**src/rtl/design08_sched.sv**
```systemverilog
// Two-client round-robin scheduler in front of one mkDesign_08 instance: issues
// start, collects result/check, and returns a tagged response (or a timeout).
module design08_sched #(
  parameter int WIDTH   = 12,
  parameter int CNT_W   = 8,
  parameter int TIMEOUT = 255
) (
  input  logic             CLK,
  input  logic             RST,
  input  logic [WIDTH-1:0] req0_a,
  input  logic [WIDTH-1:0] req0_b,
  input  logic             EN_req0,
  output logic             RDY_req0,
  input  logic [WIDTH-1:0] req1_a,
  input  logic [WIDTH-1:0] req1_b,
  input  logic             EN_req1,
  output logic             RDY_req1,
  output logic [WIDTH-1:0] dsn_start_a,
  output logic [WIDTH-1:0] dsn_start_b,
  output logic             dsn_EN_start,
  input  logic             dsn_RDY_start,
  input  logic [WIDTH-1:0] dsn_resresult,
  input  logic             dsn_RDY_result,
  output logic             dsn_EN_check,
  input  logic [WIDTH-1:0] dsn_chresult,
  input  logic             dsn_RDY_check,
  output logic             rsp_valid,
  output logic             rsp_id,
  output logic [WIDTH-1:0] rsp_result,
  output logic [WIDTH-1:0] rsp_check,
  output logic             rsp_timeout,
  input  logic             EN_rsp,
  output logic             busy,
  output logic [2:0]       state_dbg
);

  // Handshakes: a method fires in a cycle where its RDY_* and EN_* are both high;
  // RDY_* never depends on the matching EN_*, and a fired method is consumed at the
  // next rising edge.

  typedef enum logic [2:0] {
    st_idle  = 3'd0,
    st_issue = 3'd1,
    st_wait  = 3'd2,
    st_check = 3'd3,
    st_resp  = 3'd4
  } state_t;

  localparam logic [CNT_W-1:0] TO = CNT_W'(TIMEOUT);

  state_t           state, state_n;
  logic             last_grant;
  logic [CNT_W-1:0] timer;
  logic [WIDTH-1:0] op_a, op_b, res_q, chk_q;
  logic             tag, to_q;
  logic             accept, grant, timer_hit;

  always_comb begin
    state_n   = state;
    accept    = (state == st_idle) && (EN_req0 || EN_req1);
    // On a tie the client that did not win last time gets the grant.
    grant     = (EN_req0 && EN_req1) ? ~last_grant : EN_req1;
    timer_hit = (timer == TO);
    case (state)
      st_idle:  if (accept) state_n = st_issue;
      st_issue: if (dsn_RDY_start) state_n = st_wait;
      st_wait:  if (dsn_RDY_result) state_n = st_check;
                else if (timer_hit) state_n = st_resp;
      st_check: if (dsn_RDY_check || timer_hit) state_n = st_resp;
      st_resp:  if (EN_rsp) state_n = st_idle;
      default:  state_n = st_idle;
    endcase
  end

  always_ff @(posedge CLK) begin
    if (RST) begin
      state      <= st_idle;
      last_grant <= 1'b1;
      timer      <= '0;
      op_a       <= '0;
      op_b       <= '0;
      tag        <= 1'b0;
      res_q      <= '0;
      chk_q      <= '0;
      to_q       <= 1'b0;
    end else begin
      state <= state_n;
      case (state)
        st_idle: if (accept) begin
          op_a  <= grant ? req1_a : req0_a;
          op_b  <= grant ? req1_b : req0_b;
          tag   <= grant;
          timer <= '0;
          to_q  <= 1'b0;
        end
        st_wait: begin
          if (dsn_RDY_result) res_q <= dsn_resresult;
          else if (timer_hit) begin
            to_q  <= 1'b1;
            res_q <= '0;
            chk_q <= '0;
          end else timer <= timer + CNT_W'(1);
        end
        st_check: begin
          // The timer keeps counting from where WAIT left it.
          if (dsn_RDY_check) chk_q <= dsn_chresult;
          else if (timer_hit) begin
            to_q  <= 1'b1;
            res_q <= '0;
            chk_q <= '0;
          end else timer <= timer + CNT_W'(1);
        end
        st_resp: if (EN_rsp) last_grant <= tag;
        default: ;
      endcase
    end
  end

  // Every output is held at zero while reset is asserted, even mid-transaction.
  assign RDY_req0     = !RST && (state == st_idle);
  assign RDY_req1     = !RST && (state == st_idle);
  assign dsn_start_a  = RST ? '0 : op_a;
  assign dsn_start_b  = RST ? '0 : op_b;
  assign dsn_EN_start = !RST && (state == st_issue) && dsn_RDY_start;
  assign dsn_EN_check = !RST && (state == st_check) && dsn_RDY_check;
  assign rsp_valid    = !RST && (state == st_resp);
  assign rsp_id       = !RST && tag;
  assign rsp_result   = RST ? '0 : res_q;
  assign rsp_check    = RST ? '0 : chk_q;
  assign rsp_timeout  = !RST && to_q;
  assign busy         = !RST && (state != st_idle);
  assign state_dbg    = RST ? 3'd0 : state;

endmodule
```
**config.mk**
```make
export PLATFORM = sky130hd
export DESIGN_NAME = design08_sched
export DESIGN_NICKNAME = d
export VERILOG_FILES = /design/src/rtl/design08_sched.sv
export SDC_FILE = /design/constraint.sdc
export NUM_CORES = 1
export LEC_CHECK = 0
export CAP_MARGIN = 0
export CORE_MARGIN = 2
export CORE_UTILIZATION = 55
export CTS_CLUSTER_SIZE = 16
export DETAILED_ROUTE_END_ITERATION = 10
export DONT_BUFFER_PORTS = 1
export PLACE_DENSITY = 0.78
export SLEW_MARGIN = 20
export SYNTH_ARGS = -nofsm -noshare
export SYNTH_HDL_FRONTEND = slang
export SYNTH_SLANG_ARGS = --single-unit
```
**constraint.sdc**
```tcl
create_clock -name CLK -period 2.7 [get_ports CLK]
set_input_delay 0.54 -clock CLK [delete_from_list [all_inputs] [get_ports CLK]]
set_output_delay 0.54 -clock CLK [all_outputs]
set_load 0.005 [all_outputs]
```
# --- Word-level counts from Yosys, hierarchy flattened ---
# Index checks and enable logic that the tools add are counted.
word_totals:
  inputBits: 80
  ff_bits: 62
  output_inout_bits: 59
  elab_cells: 80
op_classes:
  bitwise_logic: 1
  eq_ne: 12
  n_mux: 33
  reduce_logical: 24
  n_addsub: 1
op_table:
  columns: ["cell", "n"]
  rows:
  - ["$mux 12", 12]
  - ["$pmux 12 s2", 2]
  - ["$mux 8", 4]
  - ["$pmux 8 s3", 1]
  - ["$mux 3", 7]
  - ["$pmux 3 s5", 1]
  - ["$ne 2x2->1 const B", 6]
  - ["$logic_and 1x1->1", 11]
  - ["$add 8x1->8 const B", 1]
  - ["$eq 8x8->1 const B", 1]
  - ["$reduce_and 2->1", 4]
  - ["$eq 3x2->1 const B", 2]
  - ["$reduce_bool 3->1", 2]
  - ["$mux 1", 5]
  - ["$reduce_and 5->1", 1]
  - ["$reduce_and 4->1", 1]
  - ["$eq 3x1->1 const B", 1]
  - ["$eq 3x3->1 const B", 1]
  - ["$logic_not 3->1", 1]
  - ["$ne 3x3->1 const B", 1]
  - ["$pmux 1 s3", 1]
  - ["$logic_or 1x1->1", 2]
  - ["$reduce_bool 2->1", 1]
  - ["$logic_not 1->1", 1]
  - ["$not 1->1", 1]

# --- Longest topological paths before layout ---
# Gate-level depths: netlist of run 1.
logic_depth:
  word_depth: 4
  ltp_mapped: 6
  depth_no_buf: 5

# --- Least setup slack after synthesis of run 1 ---
# OpenSTA, ideal clock, no wires.
synth_timing:
  path_kind: "input to output"
  start: "input RST"
  end: "output RDY_req1"
  n_path_buf: 3
  slack_ns: 0.818
  required_time_ns: 2.160
  arrival_time_ns: 1.342
  cell_stages: 4
  path_cell_list: "clkbuf_1 > buf_1 > nor2_1 > buf_4"
synth_between:
  elab_chain_cells: 2
synth_lines:
  columns: ["element", "line", "text"]
  rows:
  - ["from (decl)", "9", "input logic RST,"]
  - ["$logic_not 1->1", null, null]
  - ["$logic_and 1x1->1", null, null]
  - ["to (decl)", "17", "output logic RDY_req1,"]
# No other way between the ends.

# --- Worst setup path in the final report of run 1 ---
layout_timing:
  start: "register state[0]"
  end: "output dsn_EN_start"
layout_between:
  elab_chain_cells: 3
layout_lines:
  columns: ["element", "line", "text"]
  rows:
  - ["from (decl)", "51", "state_t state, state_n;"]
  - ["from (signal assigned)", "77", "state <= st_idle;"]
  - ["from (signal assigned)", "87", "state <= state_n;"]
  - ["$eq 3x1->1", "124", "assign dsn_EN_start = !RST && (state == st_issue) && dsn_RDY_start;"]
  - ["$logic_and 1x1->1 (2 in series)", "124", null]
  - ["to (decl)", "20", "output logic dsn_EN_start,"]
# No other way between the ends.

==> results.py, run 1 <==
metrics = {
    "outcome": {
        "status": "complete, no violations",
    },
    "worst_hold_path": {
        "hold_class": "primary input to flop",
    },
    "timing": {
        "fmax_mhz": 477.2,
        "setup_tns_ps": 0,
        "layout_worst_path_cycle_share_pct": 77.62,
        "max_slew.worst_pin.slew_ps": 964.8,
        "fin_crit_ps": 2096,
        "slew_headroom_pct": 35.68,
        "holdWs_ps": 288.0,
        "finalHoldViolCount": 0,
        "slew_viol_final": 0,
        "layout_setup_ws_ps": 604.3,
        "grt_setup_unrepaired": "no",
        "fin_skew_ps": 7.517,
        "setup_viol": 0,
    },
    "synthesis": {
        "synth_seq_area_share_pct": 40.15,
        "ys_ff_latch": 62,
        "yosys.cell_types.count": 44,
        "yosys.area.top_type": "dfxtp_1",
        "async_flop_share_pct": 0,
        "synth_edf_count": 0,
        "syn_area_per_cell_um2": 8.136,
        "synth_top_area_share_pct": 40.15,
        "netlist_area_mm2": 0.003092,
        "synth_cells": 380,
        "synthFlopType": "dfxtp_1",
        "syn_nets": 461,
        "synth_area_leaders": "dfxtp_1 40%, mux2i_1 8.4%, nor2b_1 7.7%, nand2_1 7.3%, a211oi_1 6.1%",
        "yosys_warnings": 0,
    },
    "worst_setup_path": {
        "worstPathCellList": "nand2b_1, nor4b_1",
        "crit_path_max_fanout": 12,
        "cp-start-kind": "flop",
        "slowest_stage": "dfxtp_1",
        "cp.required_ps": 2160,
        "end_kind": "output pin",
        "cpPeakStageDelay_ps": 550,
        "arrival_ps": 1560,
        "crit_type": "flop to output pin",
    },
    "placed_design": {
        "postPlaceCellArea_mm2": 0.003120,
        "dp_slack_ps": 680.8,
        "io_buffer_count": 0,
        "dp_hpwl_mm": 4.740,
        "place_congestion": 0.8702,
    },
    "die": {
        "die_w_um": 78.98,
        "die_area_mm2": 0.006237,
        "rows": 27,
        "die_h_um": 78.98,
        "fp.coreArea_mm2": 0.005473,
        "start_util_pct": 56.49,
        "pin_count": 139,
    },
    "grt": {
        "track_usage_pct": 21.38,
        "grt_pass1_vias": 2217,
        "grt_start_max_net_pins": 78,
        "grt_first_pass_wirelength_mm": 10.52,
        "antenna_found_initial": 0,
        "overflow": 0,
    },
    "finish": {
        "synthToLayoutAreaGrowth_pct": 7.406,
        "finalNetCount": 448,
        "antenna-diode-count": 0,
        "fin_area_mm2": 0.003321,
        "drive_above_1_share_pct": 8.333,
    },
    "drt": {
        "drc": 0,
        "viasPerCell": 5.678,
        "drt_first_pass_iters": 4,
        "drtIter0Drc": 83,
        "routed_wl_mm": 6.649,
        "ant_nets": 0,
        "vias": 2521,
        "wl_per_cell_um": 14.98,
    },
    "power_and_ir_drop": {
        "internal-power_mw": 1.604,
        "p_sw_mw": 0.6058,
        "netSwitchingFraction_pct": 27.41,
        "p_leak_nw": 1.390,
        "seq_power_share_pct": 46.9,
        "vdd_drop_max_mv": 0.4377,
        "power_frac_clock_pct": 37.3,
        "power_frac_comb_pct": 15.9,
        "cellPowerDensity_mw_per_mm2": 665.5,
    },
    "clocking": {
        "h-tree-depth": 3,
        "numCtsBuffers": 9,
        "clkTransAtPathRegs_ps": 70,
        "cts_setup_buffers": 0,
        "cts_tree": "yes",
        "worstSkewPairLatency_ps": 330,
        "clkSinkCount": 62,
        "clockBufferDepth": 2,
        "cts_resized": 0,
        "ctsRootBufferMaster": "clkbuf_8",
        "hold_buffers": 0,
    },
    "run": {
        "max-cap-violations": 0,
    },
}
[flip-flops by register name (all words and copies together) (netlist names)]
| register | flops |
|---|---|
| chk_q | 12 |
| last_grant | 1 |
| op_a | 12 |
| op_b | 12 |
| res_q | 12 |
| state | 3 |
| tag | 1 |
| timer | 8 |
| to_q | 1 |
[Yosys cell counts (5+ instances only)]
master,number
a2111o_1,5
a211oi_1,25
a21oi_1,6
buf_2,7
clkbuf_1,22
dfxtp_1,62
inv_1,19
mux2i_1,26
nand2_1,60
nand3_1,7
nor2_1,34
nor2b_1,38
o2111ai_1,5
o21ai_0,14
o31ai_1,12
[power groups by stage]
stage / logic, mW / clock network [mW] / registers, mW
final: 0.351 / 0.824 / 1.04
after global routing: 0.392 / 0.886 / 1.05
after CTS: 0.353 / 0.840 / 1.04
after detailed placement: 0.353 / 0 / 1.06
after global placement: 0.344 / 0 / 1.05
after floorplan: 0.319 / 0 / 1.04
[metrics by stage]
step	util [%]	cells	total power [mW]
6_report	60.68	444	2.210
5_1_grt	60.68	444	2.324
4_1_cts	60.68	444	2.228
3_5_place_dp	57.02	428	1.408
3_3_place_gp	57.02	428	1.396
2_1_floorplan	-	380	1.355
[path summary, 6_finish.rpt]
kind / start / slack, ps / depth (start not counted) / endpoint
min: RST / 290 / 1 / op_b[3]
max reg2reg: timer[0] / 650 / 5 / timer[1]
max: state[0] / 600 / 2 / dsn_EN_start
min reg2reg: tag / 480 / 2 / tag
[layer usage]
metal	track usage, %	part of all wire (%)	vias up
li1	-	-	1288
met1	26.82	45	1128
met2	31.61	44	100
met3	9.318	10	5
met4	9.828	0.74	0
met5	0	0	-
[critical path, delay by kind of cell, from the launching register on]
kind             cells  cell delay, ps
DFF                  1             550
and+or+nand+nor      2             670
[layout make-up]
cell class / count / area, µm²
Inverter: 19 / 71.32
Fill cell: 504 / 2152
Clock buffer: 12 / 155.1
Multi-Input combinational cell: 267 / 1658
Clock inverter: 4 / 45.04
Sequential cell: 62 / 1241
Tap cell: 72 / 90.09
Timing Repair Buffer: 8 / 60.06
[cell usage in the layout, fill, tap and decap left out, types with 5 or more instances in the layout]
cell type | Yosys | routed
nand3_1 | 7 | 7
a2111o_1 | 5 | 5
nor2b_1 | 38 | 38
o21ai_0 | 14 | 14
clkbuf_8 | 0 | 11
o2111ai_1 | 5 | 5
a211oi_1 | 25 | 25
mux2i_1 | 26 | 26
nand2_1 | 60 | 60
o31ai_1 | 12 | 12
inv_1 | 19 | 19
dfxtp_1 | 62 | 62
nor2_1 | 34 | 33
buf_4 | 1 | 8
a21oi_1 | 6 | 6
[logic make-up after synthesis]
kind of cell             synth area share (%)
AO/OA/AOI/OAI                           18.37
adder cells (fa/ha/maj)                0.4046
buffers and inverters                   6.839
flip-flops                              40.15
multiplexers                            8.903
AND/OR/NAND/NOR                         25.33
No activity file was read; power rests on OpenSTA's default activity.
==> run 2, diff against run 1 <==
--- a/config.mk
+++ b/config.mk
@@ -11,7 +11,7 @@
 export CTS_CLUSTER_SIZE = 16
 export DETAILED_ROUTE_END_ITERATION = 10
 export DONT_BUFFER_PORTS = 1
-export PLACE_DENSITY = 0.78
+export PLACE_DENSITY = 0.81
 export SLEW_MARGIN = 20
 export SYNTH_ARGS = -nofsm -noshare
 export SYNTH_HDL_FRONTEND = slang
==> constraint.sdc (replaced) <==
create_clock -name CLK -period 1.9 [get_ports CLK]
set_input_delay 0.38 -clock CLK [delete_from_list [all_inputs] [get_ports CLK]]
set_output_delay 0.38 -clock CLK [all_outputs]
set_load 0.005 [all_outputs]
==> results.py, run 2 (synthesis gave the netlist of run 1 again) <==
metrics = {
    "clocking": {
        "ctsRootBufferMaster": "clkbuf_8",
        "clkSinkCount": 62,
        "cts_tree": "yes",
        "h-tree-depth": 3,
        "hold_buffers": 0,
        "clkTransAtPathRegs_ps": 70,
        "cts_setup_buffers": 0,
        "numCtsBuffers": 9,
        "clockBufferDepth": 2,
        "worstSkewPairLatency_ps": 320,
    },
    "power_and_ir_drop": {
        "internal-power_mw": 2.342,
        "p_sw_mw": 0.8612,
        "cellPowerDensity_mw_per_mm2": 925.2,
        "netSwitchingFraction_pct": 26.89,
        "power_frac_clock_pct": 35.9,
        "p_leak_nw": 1.458,
        "power_frac_comb_pct": 18.6,
        "seq_power_share_pct": 45.5,
        "vdd_drop_max_mv": 0.6323,
    },
    "worst_setup_path": {
        "end_kind": "flop",
        "cp-start-kind": "flop",
        "rr_startpoint": "timer[1]",
        "path_delay_family": "simple AND/OR/NAND/NOR gates",
        "crit_path_max_fanout": 9,
        "cp.depth": 5,
        "slowest_stage": "or4b_4",
        "ff2ff_setup_slack_ps": 100,
        "r2r_end": "timer[1]",
        "crit_buf_inv": 0,
        "cpPeakStageDelay_ps": 530,
        "worstPathCellList": "ha_1, and3_4, a211o_4, or4b_4, a21oi_2",
        "r2r_cells": 5,
        "cp.required_ps": 2160,
        "crit_type": "flop to flop",
        "arrival_ps": 2060,
    },
    "outcome": {
        "status": "complete, no violations",
    },
    "die": {
        "die_area_mm2": 0.006237,
        "start_util_pct": 56.49,
        "fp.coreArea_mm2": 0.005473,
        "die_h_um": 78.98,
        "die_w_um": 78.98,
        "pin_count": 139,
        "rows": 27,
    },
    "timing": {
        "fin_crit_ps": 1801,
        "fin_skew_ps": 7.204,
        "setup_viol": 0,
        "layout_worst_path_cycle_share_pct": 94.81,
        "max_slew.worst_pin.slew_ps": 682.6,
        "grt_setup_unrepaired": "no",
        "slew_viol_final": 0,
        "slew_headroom_pct": 54.24,
        "finalHoldViolCount": 0,
        "fmax_mhz": 555.1,
        "setup_tns_ps": 0,
    },
    "finish": {
        "drive_above_1_share_pct": 13.02,
        "finalNetCount": 460,
        "final_common_cell": "dfxtp_1",
        "final_cells": 456,
        "most-common-layout-cells": "61 x dfxtp_1, 60 x nand2_1, 38 x nor2b_1",
        "synthToLayoutAreaGrowth_pct": 11.98,
        "antenna-diode-count": 0,
        "fin_area_mm2": 0.003462,
    },
    "grt": {
        "grt_start_max_net_pins": 78,
        "overflow": 0,
        "grt_pass1_vias": 2461,
        "grt_first_pass_wirelength_mm": 11.22,
        "antenna_found_initial": 0,
        "track_usage_pct": 22.43,
    },
    "worst_hold_path": {
        "hold_class": "primary input to flop",
        "hold_start": "RST",
        "min_to": "timer[1]",
        "min_path_cells": 1,
    },
    "drt": {
        "wl_per_cell_um": 15.13,
        "drc": 0,
        "drtIter0Drc": 106,
        "drt_first_pass_iters": 4,
        "vias": 2666,
        "routed_wl_mm": 6.898,
        "ant_nets": 0,
        "viasPerCell": 5.846,
    },
    "placed_design": {
        "dp_hpwl_mm": 5.121,
        "dp.cells": 440,
        "io_buffer_count": 0,
        "place_congestion": 0.9069,
        "postPlaceCellArea_mm2": 0.003236,
    },
    "run": {
        "max-cap-violations": 0,
    },
}
==> run 2: timing repair <==
action | CTS | global route
pin swaps | 0 | 2
setup endpoints to repair | 2 | 6
resized for setup | 1 | 5
cloned | 0 | 0
==> run 2: layout make-up <==
type	count	area [µm²]
clock inverter	4	45.04
timing repair buffer	20	175.2
sequential	62	1242
fill	529	2011
inverter	19	71.32
tap	72	90.09
multi-input combinational	267	1683
clock buffer	12	155.1
==> run 2: per-layer routing <==
metal | up-vias | global-route usage (%) | wire length (µm)
met4 | 0 | 9.310 | 85
met5 | - | 0 | 0
li1 | 1314 | - | -
met3 | 10 | 6.477 | 627
met1 | 1217 | 27.94 | 2852
met2 | 125 | 36.36 | 3333
==> run 2: how the worst max path moves through the flow <==
stage,to,from,slack [ps]
after floorplan,timer[1],timer[0],40
final,timer[1],timer[1],100
after global placement,timer[1],timer[1],110
after CTS,res_q[8],state[0],6
after detailed placement,res_q[8],state[0],30
after global routing,dsn_EN_start,state[2],6
==> run 2: power by group through the flow <==
stage	Combinational (mW)	Sequential, mW	Clock [mW]
global route	0.664	1.47	1.24
finish	0.594	1.46	1.15
CTS	0.592	1.46	1.19
global placement	0.576	1.48	0
floorplan	0.453	1.47	0
detailed placement	0.589	1.49	0
==> run 2: stage by stage <==
step                setup WS (ps)  total power [mW]  hold WS, ps  utilization (%)
floorplan                   40.22             1.926        439.8                -
global placement            111.1             2.057        460.0            59.12
detailed placement          26.97             2.077        463.4            59.12
CTS                         5.777             3.240        108.8            62.83
global route                6.264             3.380        93.45            63.26
finish                      98.59             3.203        111.2            63.26
==> run 3, diff against run 2 <==
--- a/config.mk
+++ b/config.mk
@@ -7,11 +7,11 @@
 export LEC_CHECK = 0
 export CAP_MARGIN = 0
 export CORE_MARGIN = 2
-export CORE_UTILIZATION = 55
+export CORE_UTILIZATION = 38
 export CTS_CLUSTER_SIZE = 16
 export DETAILED_ROUTE_END_ITERATION = 10
-export DONT_BUFFER_PORTS = 1
-export PLACE_DENSITY = 0.81
+export MAX_ROUTING_LAYER = met4
+export PLACE_DENSITY = 0.85
 export SLEW_MARGIN = 20
 export SYNTH_ARGS = -nofsm -noshare
 export SYNTH_HDL_FRONTEND = slang
==> results.py, run 3 (synthesis gave the netlist of run 1 again) <==
metrics = {
    "power_and_ir_drop": {
        "seq_power_share_pct": 38.6,
        "p_leak_nw": 2.158,
        "power_frac_comb_pct": 26.3,
        "internal-power_mw": 2.809,
        "netSwitchingFraction_pct": 25.85,
        "power_frac_clock_pct": 35.1,
        "p_sw_mw": 0.9792,
        "vdd_drop_max_mv": 0.3941,
        "cellPowerDensity_mw_per_mm2": 732.1,
    },
    "outcome": {
        "status": "complete, no violations",
    },
    "finish": {
        "synthToLayoutAreaGrowth_pct": 67.38,
        "fin_area_mm2": 0.005175,
        "antenna-diode-count": 0,
        "finalNetCount": 619,
        "most-common-layout-cells": "127 x clkdlybuf4s50_1, 60 x nand2_1, 59 x dfxtp_1",
        "drive_above_1_share_pct": 16.76,
        "final_common_cell": "clkdlybuf4s50_1",
    },
    "drt": {
        "viasPerCell": 5.042,
        "vias": 3252,
        "drtIter0Drc": 234,
        "wl_per_cell_um": 14.30,
        "routed_wl_mm": 9.223,
        "drc": 0,
        "drt_first_pass_iters": 4,
        "ant_nets": 0,
    },
    "worst_setup_path": {
        "crit_type": "flop to flop",
        "arrival_ps": 2140,
        "cp.required_ps": 2160,
        "cp-start-kind": "flop",
        "end_kind": "flop",
        "crit_path_max_fanout": 6,
    },
    "grt": {
        "track_usage_pct": 21.00,
        "grt_pass1_vias": 3129,
        "grt_start_max_net_pins": 38,
        "antenna_found_initial": 0,
        "grt_first_pass_wirelength_mm": 14.39,
        "overflow": 0,
    },
    "timing": {
        "slew_headroom_pct": 61.23,
        "max_slew.worst_pin.slew_ps": 581.6,
        "fin_skew_ps": 8.447,
        "layout_worst_path_cycle_share_pct": 98.94,
        "finalHoldViolCount": 0,
        "setup_tns_ps": 0,
        "fmax_mhz": 532.0,
        "grt_setup_unrepaired": "yes",
        "setup_viol": 0,
        "fin_crit_ps": 1880,
        "holdWs_ps": 469.3,
        "slew_viol_final": 0,
    },
    "die": {
        "die_area_mm2": 0.008874,
        "pin_count": 139,
        "die_w_um": 94.20,
        "rows": 32,
        "fp.coreArea_mm2": 0.007807,
        "die_h_um": 94.20,
        "start_util_pct": 39.60,
    },
    "clocking": {
        "worstSkewPairLatency_ps": 330,
        "h-tree-depth": 3,
        "numCtsBuffers": 9,
        "cts_tree": "yes",
        "clkSinkCount": 62,
        "clkTransAtPathRegs_ps": 70,
        "ctsRootBufferMaster": "clkbuf_8",
        "clockBufferDepth": 2,
    },
    "placed_design": {
        "dp_hpwl_mm": 6.403,
        "io_buffer_count": 138,
        "place_congestion": 0.9015,
        "postPlaceCellArea_mm2": 0.004740,
    },
    "worst_hold_path": {
        "hold_class": "flop to flop",
    },
    "run": {
        "max-cap-violations": 0,
    },
}
## run 3: cell types whose count changed in the layout (fill, tap and decap cells not counted), sizes merged
| cell | before | now |
|---|---|---|
| clkdlybuf4s50 | 0 | 127 |
| buf | 20 | 41 |
| dlygate4sd2 | 0 | 6 |
| clkbuf | 12 | 16 |
| clkinv | 3 | 1 |
| bufinv | 1 | 2 |
| clkdlybuf4s15 | 0 | 1 |
| dlymetal6s2s | 0 | 1 |
## run 3: metal layers
metal / global-route usage, % / vias up / routed length [µm]
li1: - / 1637 / -
met1: 23.89 / 1493 / 3715
met2: 36.37 / 110 / 4853
met3: 5.136 / 12 / 508
met4: 6.643 / 0 / 146
met5: - / - / 0
## run 3: worst paths after layout
| kind | startpoint | cells past startpoint | slack (ps) | end |
|---|---|---|---|---|
| hold / removal | res_q[5] | 2 | 470 | res_q[5] |
| hold reg to reg | res_q[5] | 2 | 470 | res_q[5] |
| setup reg to reg | state[0] | 12 | 20 | res_q[6] |
| setup / recovery | state[0] | 12 | 20 | res_q[6] |
## run 3: area by class of cell
class,instances,area [µm²]
inverter,19,73.82
clock inverter,3,65.06
sequential,62,1247
clock buffer,13,168.9
tap,102,127.6
timing repair buffer,179,1745
multi-input combinational,267,1747
fill,629,2633
## run 3: through the flow
stage / instances / setup slack [ps] / util [%] / total power, mW
6_report: 645 / 20.15 / 66.28 / 3.788
5_1_grt: 645 / -33.25 / 66.28 / 3.982
4_1_cts: 640 / -49.64 / 64.98 / 3.773
3_5_place_dp: 615 / -280.6 / 60.71 / 2.402
3_3_place_gp: 615 / -243.6 / 60.71 / 2.378
2_1_floorplan: 380 / 40.22 / - / 1.926
## run 3: critical path, stage by stage, from the launching register on
cell      delay (ps)
dfxtp_4          370
buf_4            110
nand4b_1         130
buf_4            160
buf_4            120
buf_4            120
buf_4            130
buf_4            130
buf_4            120
nand3_2           50
a21oi_2           70
buf_4            170
o21ai_1          110
## run 3: what timing repair did
action | CTS | global route
hold buffers | 0 | 0
endpoints found under the setup margin | 11 | 23
setup buffers | 9 | 4
pin swaps | 3 | 2
gates cloned | 0 | 1
gates resized for setup | 31 | 33
## run 3: power by group through the flow
stage	logic [mW]	registers (mW)	clock network, mW
floorplan	0.453	1.47	0
global placement	0.896	1.48	0
detailed placement	0.915	1.49	0
CTS	0.958	1.46	1.35
global route	1.08	1.48	1.42
finish	0.996	1.46	1.33
